===== src/rtl/shiftreg_univ.sv =====
// shiftreg_univ - parametrised universal shift register.
//   Left/right serial shift, synchronous parallel load, serial output,
//   bit counter with a one-cycle word-complete strobe.
//   Optional snapshot stage (define SHIFTREG_SNAPSHOT_EN) captures each
//   completed word into word_q and offers it over a valid/ack handshake,
//   with a sticky overrun flag when a completed word has to be dropped.
//   Without the macro the snapshot ports exist but read as constant 0.
module shiftreg_univ #(
    parameter int               WIDTH     = 8,
    parameter logic [WIDTH-1:0] RESET_VAL = '0
) (
    input  logic                     clk,
    input  logic                     reset,
    input  logic                     en,
    input  logic                     dir,
    input  logic                     x,
    input  logic                     load,
    input  logic [WIDTH-1:0]         d,
    output logic [WIDTH-1:0]         q,
    output logic                     sout,
    output logic [$clog2(WIDTH)-1:0] bit_cnt,
    output logic                     word_done,
    output logic [WIDTH-1:0]         word_q,
    output logic                     word_valid,
    input  logic                     word_ack,
    output logic                     overrun
);

    localparam int                CW   = $clog2(WIDTH);
    localparam logic [CW-1:0]     LAST = CW'(WIDTH - 1);

    logic [WIDTH-1:0] r_q;
    logic [CW-1:0]    r_cnt;
    logic             r_done;

    logic [WIDTH-1:0] w_shift_q;
    logic             w_shift;
    logic             w_word_end;

    // Shifted value for the current direction; x enters at the far end.
    always_comb begin
        w_shift_q = r_q;
        if (dir)
            w_shift_q = {x, r_q[WIDTH-1:1]};
        else
            w_shift_q = {r_q[WIDTH-2:0], x};
    end

    // Load wins over shift; the WIDTH-th shift since the last boundary ends a word.
    assign w_shift    = en & ~load;
    assign w_word_end = w_shift & (r_cnt == LAST);

    // Data register and bit counter; load restarts the count.
    always_ff @(posedge clk or posedge reset) begin
        if (reset) begin
            r_q    <= RESET_VAL;
            r_cnt  <= '0;
            r_done <= 1'b0;
        end else if (load) begin
            r_q    <= d;
            r_cnt  <= '0;
            r_done <= 1'b0;
        end else if (en) begin
            r_q    <= w_shift_q;
            r_cnt  <= w_word_end ? '0 : r_cnt + 1'b1;
            r_done <= w_word_end;
        end else begin
            r_done <= 1'b0;
        end
    end

`ifdef SHIFTREG_SNAPSHOT_EN
    logic [WIDTH-1:0] r_word_q;
    logic             r_word_valid;
    logic             r_overrun;

    // Snapshot stage: capture when the slot is free or being freed this edge,
    // otherwise keep the held word and flag the drop.
    always_ff @(posedge clk or posedge reset) begin
        if (reset) begin
            r_word_q     <= '0;
            r_word_valid <= 1'b0;
            r_overrun    <= 1'b0;
        end else if (w_word_end) begin
            if (!r_word_valid || word_ack) begin
                r_word_q     <= w_shift_q;
                r_word_valid <= 1'b1;
            end else begin
                r_overrun    <= 1'b1;
            end
        end else if (word_ack) begin
            r_word_valid <= 1'b0;
        end
    end

    assign word_q     = r_word_q;
    assign word_valid = r_word_valid;
    assign overrun    = r_overrun;
`else
    logic w_unused_ack;
    assign w_unused_ack = word_ack;
    assign word_q       = '0;
    assign word_valid   = 1'b0;
    assign overrun      = 1'b0;
`endif

    assign q         = r_q;
    assign bit_cnt   = r_cnt;
    assign word_done = r_done;
    assign sout      = dir ? r_q[0] : r_q[WIDTH-1];

endmodule


===== config.mk =====
export PLATFORM = sky130hd
export DESIGN_NAME = shiftreg_univ
export DESIGN_NICKNAME = d
export VERILOG_FILES = /design/src/rtl/shiftreg_univ.sv
export SDC_FILE = /design/constraint.sdc
export NUM_CORES = 1
export LEC_CHECK = 0
export BUFFER_PORTS_ARGS = -buffer_cell sky130_fd_sc_hd__clkbuf_2
export CAP_MARGIN = 20
export CORE_MARGIN = 5
export CORE_UTILIZATION = 44
export CTS_CLUSTER_DIAMETER = 200
export DETAILED_ROUTE_END_ITERATION = 10
export PLACE_DENSITY = 0.86
export SETUP_SLACK_MARGIN = 0.2
export SLEW_MARGIN = 20
export SYNTH_ARGS = -nofsm -noshare
export SYNTH_HDL_FRONTEND = slang
export SYNTH_SLANG_ARGS = --single-unit

===== constraint.sdc =====
create_clock -name clk -period 1.55 [get_ports clk]
set_input_delay 0.0775 -clock clk [delete_from_list [all_inputs] [get_ports clk]]
set_output_delay 0.0775 -clock clk [all_outputs]
set_load 0.01 [all_outputs]

==> impl_metrics.toml, run 1 <==
[sta]
period_minus_slack_ps = 1320
setup_violations = 0
finalHoldViolCount = 0
setup_tns_ps = 0
timing.fmax_mhz = 759
rsz0062_at_grt = "yes"
fin_crit_sh_pct = 85.1
slew_viol_final = 0
fin_ws_ps = 232
fin_worst_skew_ps = 4.28

[yosys]
synth-main-ff-cell = "dfrtp_1"
synth_cell_types = 17
avgSynthCellArea_sq_um = 10.2
yosysSeqAreaShare_pct = 39.4
netlist.area_leader.share_pct = 39.4
yosys-top-cells-count = "12 x dfrtp_1, 10 x buf_4, 9 x mux2i_1, 9 x or3b_1"
ys_ff_latch = 12
netlist_instances = 75
netlist_area_sq_um = 762
async_flop_share_pct = 100
synth_edf_count = 0
synth.area.top_cells = "dfrtp_1 39%, mux2i_1 12%, or3b_1 10%, buf_4 9.9%, o211ai_1 7.9%"
yosysWarnings = 0
yosysMostFrequentCell = "dfrtp_1"
synth_area_leader_cell = "dfrtp_1"

[floorplanning]
die_area_sq_um = 2660
die_h_um = 51.6
fp.dieW_um = 51.6
placementRows = 15
core_region_area_sq_um = 1690
initial_core_util_pct = 45.1
top_level_ports = 38

[finish]
syn_to_final_growth_pct = 16.1
drive_gt1_share_pct = 34.0
antenna_cells = 0
nFillCells = 167
multi_input_area_sq_um = 385
regArea_sq_um = 300
final_nets = 119

[pwr]
p_per_area_nw_per_um2 = 829
power_mw = 0.734
irDropWorstVdd_mv = 0.382
p_leak_nw = 0.459

[route]
drc = 0
drtAntennaViolNets = 0
vias_per_cell = 5.18
drt_iter0_markers = 3
num_vias = 606
routed_wl_um = 1700
routedWlPerCell_um = 14.6
firstDrtPassIters = 4

[global_routing]
antenna_found_initial = 0
grt_usage_pct = 14.5
grt.overflow.total = 0
grt_pass1_wl_um = 2790
grt_max_degree = 21
first_global_vias = 595

[worst_setup_path]
cp_max_fo = 3
critPathKind = "reg2reg"
path_cells = "ha_2 > ha_2 > or3b_1 > a21oi_2"
worst_ep_arrival_time_ps = 1520
worstSetupStartpointType = "register"
cp-end-kind = "register"
crit_path_frequent_cell = "ha_2"
slowest_stage = "dfrtp_1"
cp_slowest_stage_delay_ps = 400
worst_ep_required_time_ps = 1750

[clock_tree]
clk_latency_ps = 280
cts_buffers = 3
tritoncts = "yes"
clk_path_buf_depth = 2
clockRootBuffer = "clkbuf_4"
cts.clk_slew.worst_paths_ps = 80
cts.sinks = 12
cts_max_level = 1

[min_path]
hp-class = "in2reg"

[run_status]
status = "finished, final reports clean"

[job]
max_cap_violations = 0

[place]
dpl_worst_slack_ps = 188
gp_congestion = 0.736
dp_hpwl_um = 1310
port_buffers = 26
## flip-flops by register name, summed over array words and instances (netlist names)
signal     cells
word_done      1
bit_cnt        3
q              8
## critical path, delay by kind of cell (launching register included)
family,cells,cell delay [ps]
fa+ha+maj,2,350
simple gates,1,360
compound gates,1,130
flops,1,400
## power by group
part / internal, mW / switching, mW / total, mW
registers: 0.339 / 0.0278 / 0.367
logic: 0.0784 / 0.0926 / 0.171
clock network: 0.0901 / 0.105 / 0.195
total: 0.508 / 0.226 / 0.734
## repair_timing
item                                    CTS  global route
setup buffers                             1             0
pin swaps                                 0             2
endpoints found under the setup margin    1             1
gates resized for setup                   0             2
gates cloned                              0             0
hold buffers                              1             0
endpoints found under the hold margin    12             0
## cell type report
cell class              count  share of cell area, %
well taps                  17                   2.40
inverters                   2                  0.849
multi-input cells          55                   43.6
flip-flops and latches     12                   33.9
clock buffers               3                   2.55
repair buffers             28                   16.7
## per-stage QoR
step / hold WS [ps] / std cells / area [sq um] / utilization (%)
after floorplan: -57.8 / 84 / 798 / -
after global placement: 80.4 / 112 / 838 / 49.6
after detailed placement: 94.7 / 112 / 838 / 49.6
after CTS: 17.5 / 117 / 878 / 52.0
after global routing: 34.5 / 117 / 885 / 52.4
final: 20.7 / 117 / 885 / 52.4
## per-layer routing
layer / GRT usage, % / wire, um / vias up / part of all wire [%]
li1: - / - / 290 / -
met2: 24.2 / 862 / 26 / 51
met1: 17.2 / 673 / 286 / 40
met3: 3.15 / 141 / 4 / 8.3
met4: 7.86 / 25 / 0 / 1.5
met5: 0 / 0 / - / 0
## layout by cell type (no fill, tap or decap)
| master | synthesis | layout |
|---|---|---|
| a21oi_1 | 2 | 1 |
| nor2_1 | 2 | 2 |
| inv_1 | 2 | 2 |
| mux2_2 | 1 | 1 |
| clkbuf_4 | 0 | 3 |
| or3b_1 | 9 | 9 |
| a21oi_2 | 0 | 1 |
| buf_4 | 10 | 1 |
| mux2i_1 | 9 | 9 |
| dlygate4sd3_1 | 0 | 1 |
| dfrtp_1 | 12 | 12 |
| ha_2 | 0 | 2 |
| nand2b_1 | 3 | 3 |
| o211ai_1 | 8 | 8 |
| nand3b_1 | 1 | 1 |
| nand2_1 | 8 | 8 |
| clkbuf_2 | 0 | 26 |
| conb_1 | 1 | 10 |
## final timing paths
| check | start | end | slack, ps | depth (start not counted) |
|---|---|---|---|---|
| worst max-delay path | bit_cnt[1] | bit_cnt[0] | 230 | 4 |
| worst min-delay path | d[5] | q[5] | 20 | 3 |
| worst max register to register | bit_cnt[1] | bit_cnt[0] | 230 | 4 |
| worst min register to register | bit_cnt[1] | bit_cnt[1] | 570 | 2 |
| max in group asynchronous | reset | bit_cnt[1] | 900 | 3 |
| min in group asynchronous | reset | q[3] | 330 | 3 |
## cells by family after synthesis
logic type	synth area share [%]
AND/OR/NAND/NOR	18.7
buffers and inverters	15.6
flip-flops	39.4
AO/OA/AOI/OAI	9.20
multiplexers	13.3
adder cells (fa/ha/maj)	3.28
other	0.492
Note: power is estimated with default switching activity, not from simulation.
==> inputs of run 2 (changes only) <==
--- a/config.mk
+++ b/config.mk
@@ -5,12 +5,14 @@
 export SDC_FILE = /design/constraint.sdc
 export NUM_CORES = 1
 export LEC_CHECK = 0
+export ABC_AREA = 1
 export BUFFER_PORTS_ARGS = -buffer_cell sky130_fd_sc_hd__clkbuf_2
 export CAP_MARGIN = 20
 export CORE_MARGIN = 5
 export CORE_UTILIZATION = 44
 export CTS_CLUSTER_DIAMETER = 200
 export DETAILED_ROUTE_END_ITERATION = 10
+export GPL_TIMING_DRIVEN = 0
 export PLACE_DENSITY = 0.86
 export SETUP_SLACK_MARGIN = 0.2
 export SLEW_MARGIN = 20
==> impl_metrics.toml, run 2 <==
[clock_tree]
cts.clk_slew.worst_paths_ps = 80
tritoncts = "yes"
cts.sinks = 12
cts_max_level = 1
ctsResizeCount = 0
clockRootBuffer = "clkbuf_4"
cts_buffers = 3
clk_latency_ps = 270
clk_path_buf_depth = 2

[floorplanning]
initial_core_util_pct = 46.2
core_region_area_sq_um = 1710
die_h_um = 52.4
placementRows = 15
die_area_sq_um = 2740
fp.dieW_um = 52.4
top_level_ports = 38

[route]
drc = 0
num_vias = 759
firstDrtPassIters = 4
drtAntennaViolNets = 0
routedWlPerCell_um = 9.29
drt_iter0_markers = 14
vias_per_cell = 4.24
routed_wl_um = 1660

[global_routing]
antenna_found_initial = 0
grt_usage_pct = 13.6
grt.overflow.total = 0
grt_max_degree = 13
first_global_vias = 675
grt_pass1_wl_um = 2780

[job]
max_cap_violations = 0

[yosys]
synth_edf_count = 0
synth_cell_types = 14
yosysMostFrequentCell = "nand2_1"
synth_area_leader_cell = "dfrtp_1"
avgSynthCellArea_sq_um = 6.93
netlist_area_sq_um = 790
synth.area.top_cells = "dfrtp_1 38%, nand2_1 20%, buf_4 10%, inv_1 10%, a21oi_1 5.1%"
netlist_instances = 114
yosys-top-cells-count = "42 x nand2_1, 22 x inv_1, 12 x dfrtp_1"
ys_ff_latch = 12
netlist.area_leader.share_pct = 38.0
synth-main-ff-cell = "dfrtp_1"
yosysSeqAreaShare_pct = 38.0
yosysWarnings = 0
async_flop_share_pct = 100

[worst_setup_path]
slowest_stage = "dfrtp_1"
cp_max_fo = 4
worstSetupStartpointType = "register"
cp_num_buf_inv = 0
crit_path_frequent_cell = "ha_1"
cp_slowest_stage_delay_ps = 420
worst_ep_arrival_time_ps = 1280
cpLargestDelayFamily = "adder cells"
critPathKind = "reg2reg"
cp-end-kind = "register"
path_cells = "ha_1 > ha_1 > nand2_1 > o21ai_1"
worst_ep_required_time_ps = 1720

[sta]
rsz0062_at_grt = "no"
finalHoldViolCount = 0
holdWs_ps = 52.7
timing.fmax_mhz = 895
setup_tns_ps = 0
fin_crit_sh_pct = 72.0
period_minus_slack_ps = 1120
slew_viol_final = 0
setup_violations = 0
fin_worst_skew_ps = 1.99

[run_status]
status = "finished, final reports clean"

[finish]
largest_register_ffs = 8
antenna_cells = 0
final_common_cell = "nand2_1"
syn_to_final_growth_pct = 30.6
layout_common_cells = "42 x nand2_1, 26 x clkbuf_2, 22 x inv_1, 12 x dfrtp_1, 11 x buf_4"
final_nets = 172
drive_gt1_share_pct = 28.6

[pwr]
power_mw = 0.814
irDropWorstVdd_mv = 0.416
p_per_area_nw_per_um2 = 790
p_leak_nw = 0.688

[place]
gp_congestion = 0.787
dp_hpwl_um = 1340
port_buffers = 26

[min_path]
hp-class = "in2reg"
## run 2: changes by cell type in the layout (fill, tap and decap cells not counted), moves of 2 or more
| cell | previous run | this run |
|---|---|---|
| a21oi_1 | 1 | 8 |
| buf_4 | 1 | 11 |
| ha_1 | 0 | 2 |
| nand3_1 | 0 | 8 |
| nand2_1 | 8 | 42 |
| ha_2 | 2 | 0 |
| o211ai_1 | 8 | 0 |
| or3b_1 | 9 | 0 |
| mux2i_1 | 9 | 0 |
| inv_1 | 2 | 22 |
| nand2b_1 | 3 | 0 |
## run 2: worst paths after layout
| check | startpoint | end | slack, ps | cells past startpoint |
|---|---|---|---|---|
| max in group asynchronous | reset | q[5] | 880 | 3 |
| min in group asynchronous | reset | bit_cnt[2] | 350 | 3 |
| worst min register to register | q[3] | q[3] | 520 | 2 |
| worst min-delay path | en | word_done | 50 | 3 |
| worst max register to register | bit_cnt[0] | bit_cnt[2] | 430 | 4 |
| worst max-delay path | bit_cnt[0] | bit_cnt[2] | 430 | 4 |
## run 2: cell type report
class | instances | area, sq um
Multi-Input combinational cell | 76 | 342
Sequential cell | 12 | 300
Inverter | 22 | 82.6
Fill cell | 166 | 677
Timing Repair Buffer | 27 | 140
Clock buffer | 4 | 36.3
Buffer | 13 | 98.8
Tap cell | 25 | 31.3
## run 2: power by group
group | switching [mW] | internal, mW
combinational | 0.116 | 0.0870
sequential | 0.0231 | 0.340
clock | 0.106 | 0.143
## run 2: per-stage QoR
| step | utilization, % | cell area [sq um] | instances | setup WS (ps) |
|---|---|---|---|---|
| 4_1_cts | 60.4 | 1030 | 179 | 421 |
| 3_3_place_gp | 57.7 | 985 | 174 | 461 |
| 6_report | 60.4 | 1030 | 179 | 433 |
| 2_1_floorplan | - | 823 | 123 | 441 |
| 5_1_grt | 60.4 | 1030 | 179 | 370 |
| 3_5_place_dp | 57.7 | 985 | 174 | 435 |
## run 2: cells by family (layout without fill, tap and decap cells)
| kind of cell | count (synthesis) | in the layout | synth area share [%] |
|---|---|---|---|
| and+or+nand+nor | 54 | 54 | 29.0 |
| buffers and inverters | 35 | 66 | 23.0 |
| DFF | 12 | 12 | 38.0 |
| AOI/OAI and AO/OA | 10 | 10 | 6.34 |
| adders and majority gates | 2 | 2 | 3.17 |
| other | 1 | 10 | 0.475 |
## run 2: routing by layer
| layer | wire, um | vias up | share of wire (%) | track usage (%) |
|---|---|---|---|---|
| li1 | - | 399 | - | - |
| met3 | 90 | 4 | 5.4 | 3.13 |
| met1 | 724 | 337 | 44 | 15.6 |
| met2 | 819 | 19 | 49 | 22.9 |
| met4 | 28 | 0 | 1.7 | 7.66 |
| met5 | 0 | - | 0 | 0 |
## run 2: what timing repair did
item	CTS	global route
endpoints found under the hold margin	12	0
setup buffers	0	0
endpoints found under the setup margin	0	0
hold buffers	1	0
## run 2: worst min-delay path, cell delays in order
cell	delay, ps
clkbuf_2	100
nand2_1	80
nor2_1	40
==> inputs of run 3 (changes only) <==
--- a/config.mk
+++ b/config.mk
@@ -5,7 +5,7 @@
 export SDC_FILE = /design/constraint.sdc
 export NUM_CORES = 1
 export LEC_CHECK = 0
-export ABC_AREA = 1
+export ABC_AREA = 0
 export BUFFER_PORTS_ARGS = -buffer_cell sky130_fd_sc_hd__clkbuf_2
 export CAP_MARGIN = 20
 export CORE_MARGIN = 5
==> constraint.sdc (replaced) <==
create_clock -name clk -period 1.1 [get_ports clk]
set_input_delay 0.055 -clock clk [delete_from_list [all_inputs] [get_ports clk]]
set_output_delay 0.055 -clock clk [all_outputs]
set_load 0.01 [all_outputs]
==> impl_metrics.toml, run 3 (synthesis gave the netlist of run 1 again) <==
[run_status]
status = "finished with violations"
violations = "negative setup slack"

[finish]
nFillCells = 132
largest_register_ffs = 8
syn_to_final_growth_pct = 46.1
drive_gt1_share_pct = 45.5
antenna_cells = 0
fin_area_sq_um = 1110
final_nets = 139
final_common_cell = "clkbuf_2"
layout_common_cells = "15 x clkbuf_2, 14 x buf_4, 10 x buf_6, 10 x conb_1, 10 x dfrtp_1"

[global_routing]
grt.overflow.total = 0
antenna_found_initial = 0
first_global_vias = 644
grt_pass1_wl_um = 3170
grt_usage_pct = 16.2
grt_max_degree = 13

[floorplanning]
initial_core_util_pct = 45.1
die_area_sq_um = 2660
core_region_area_sq_um = 1690
fp.dieW_um = 51.6
die_h_um = 51.6
placementRows = 15
top_level_ports = 38

[worst_setup_path]
cp-end-kind = "register"
critPathKind = "reg2reg"
worst_ep_required_time_ps = 1310
worstSetupStartpointType = "register"
cp_max_fo = 3
worst_ep_arrival_time_ps = 1490

[sta]
timing.fmax_mhz = 780
finalHoldViolCount = 0
period_minus_slack_ps = 1280
fin_ws_ps = -183
rsz0062_at_grt = "yes"
setup_violations = 4
setup_tns_ps = -287
fin_crit_sh_pct = 117
fin_worst_skew_ps = 9.35
slew_viol_final = 0

[route]
routedWlPerCell_um = 14.2
drtAntennaViolNets = 0
drt_iter0_markers = 14
drc = 0
num_vias = 681
routed_wl_um = 1960
firstDrtPassIters = 4
vias_per_cell = 4.93

[clock_tree]
cts.sinks = 12
clk_path_buf_depth = 2
cts_max_level = 1
clk_latency_ps = 270
tritoncts = "yes"
clockRootBuffer = "clkbuf_4"
cts_buffers = 3
cts.clk_slew.worst_paths_ps = 80

[place]
port_buffers = 25
dpl-instance-area_sq_um = 968
dp_hpwl_um = 1370
gp_congestion = 0.766

[min_path]
hp-class = "in2reg"

[pwr]
p_leak_nw = 0.578
irDropWorstVdd_mv = 0.760
p_per_area_nw_per_um2 = 1040

[job]
max_cap_violations = 0
[run 3: power by group]
group	internal (mW)	leakage [nW]	switching, mW
clock network	0.140	0.0150	0.150
logic	0.196	0.414	0.155
registers	0.479	0.149	0.0392
[run 3: worst paths after layout]
kind,startpoint,end,slack [ps],cells past startpoint
worst max-delay path,bit_cnt[0],bit_cnt[0],-180,4
worst min-delay path,d[1],q[1],10,3
worst max register to register,bit_cnt[0],bit_cnt[0],-180,4
worst min register to register,bit_cnt[2],bit_cnt[2],630,2
max in group asynchronous,reset,bit_cnt[2],450,3
min in group asynchronous,reset,bit_cnt[1],300,3
[run 3: metrics by stage]
step,setup WS [ps],utilization [%],hold WS [ps],instances,power [mW]
after floorplan,-198,-,-80.4,84,0.703
after global routing,-198,65.9,25.6,138,1.22
after CTS,-174,63.3,4.08,138,1.13
after detailed placement,-199,57.3,64.1,126,0.804
after global placement,-185,57.3,67.5,126,0.792
final,-183,65.9,12.5,138,1.16
[run 3: final cells by class]
class,count,area (sq um),share of cell area [%]
flip-flops and latches,12,303,27.2
well taps,17,21.3,1.91
multi-input cells,55,405,36.4
inverters,2,7.51,0.674
repair buffers,33,239,21.5
clock buffers,4,26.3,2.36
plain buffers,15,111,10.0
[run 3: repair_timing]
item / CTS / global route
hold endpoints to repair: 12 / 0
pin swaps: 1 / 2
cloned: 0 / 0
setup buffers: 7 / 0
hold buffers: 1 / 0
resized for setup: 3 / 18
endpoints found under the setup margin: 17 / 23
[run 3: routing by layer]
| metal | global-route usage, % | vias to the layer above | wire length (um) |
|---|---|---|---|
| li1 | - | 338 | - |
| met1 | 22.5 | 308 | 830 |
| met2 | 23.1 | 31 | 937 |
| met3 | 4.87 | 4 | 170 |
| met4 | 6.55 | 0 | 23 |
| met5 | 0 | - | 0 |
[run 3: critical path: stages, from the launching register on]
cell     delay [ps]
dfrtp_1         420
ha_4            180
ha_4            150
or3b_1          340
a21oi_1         120
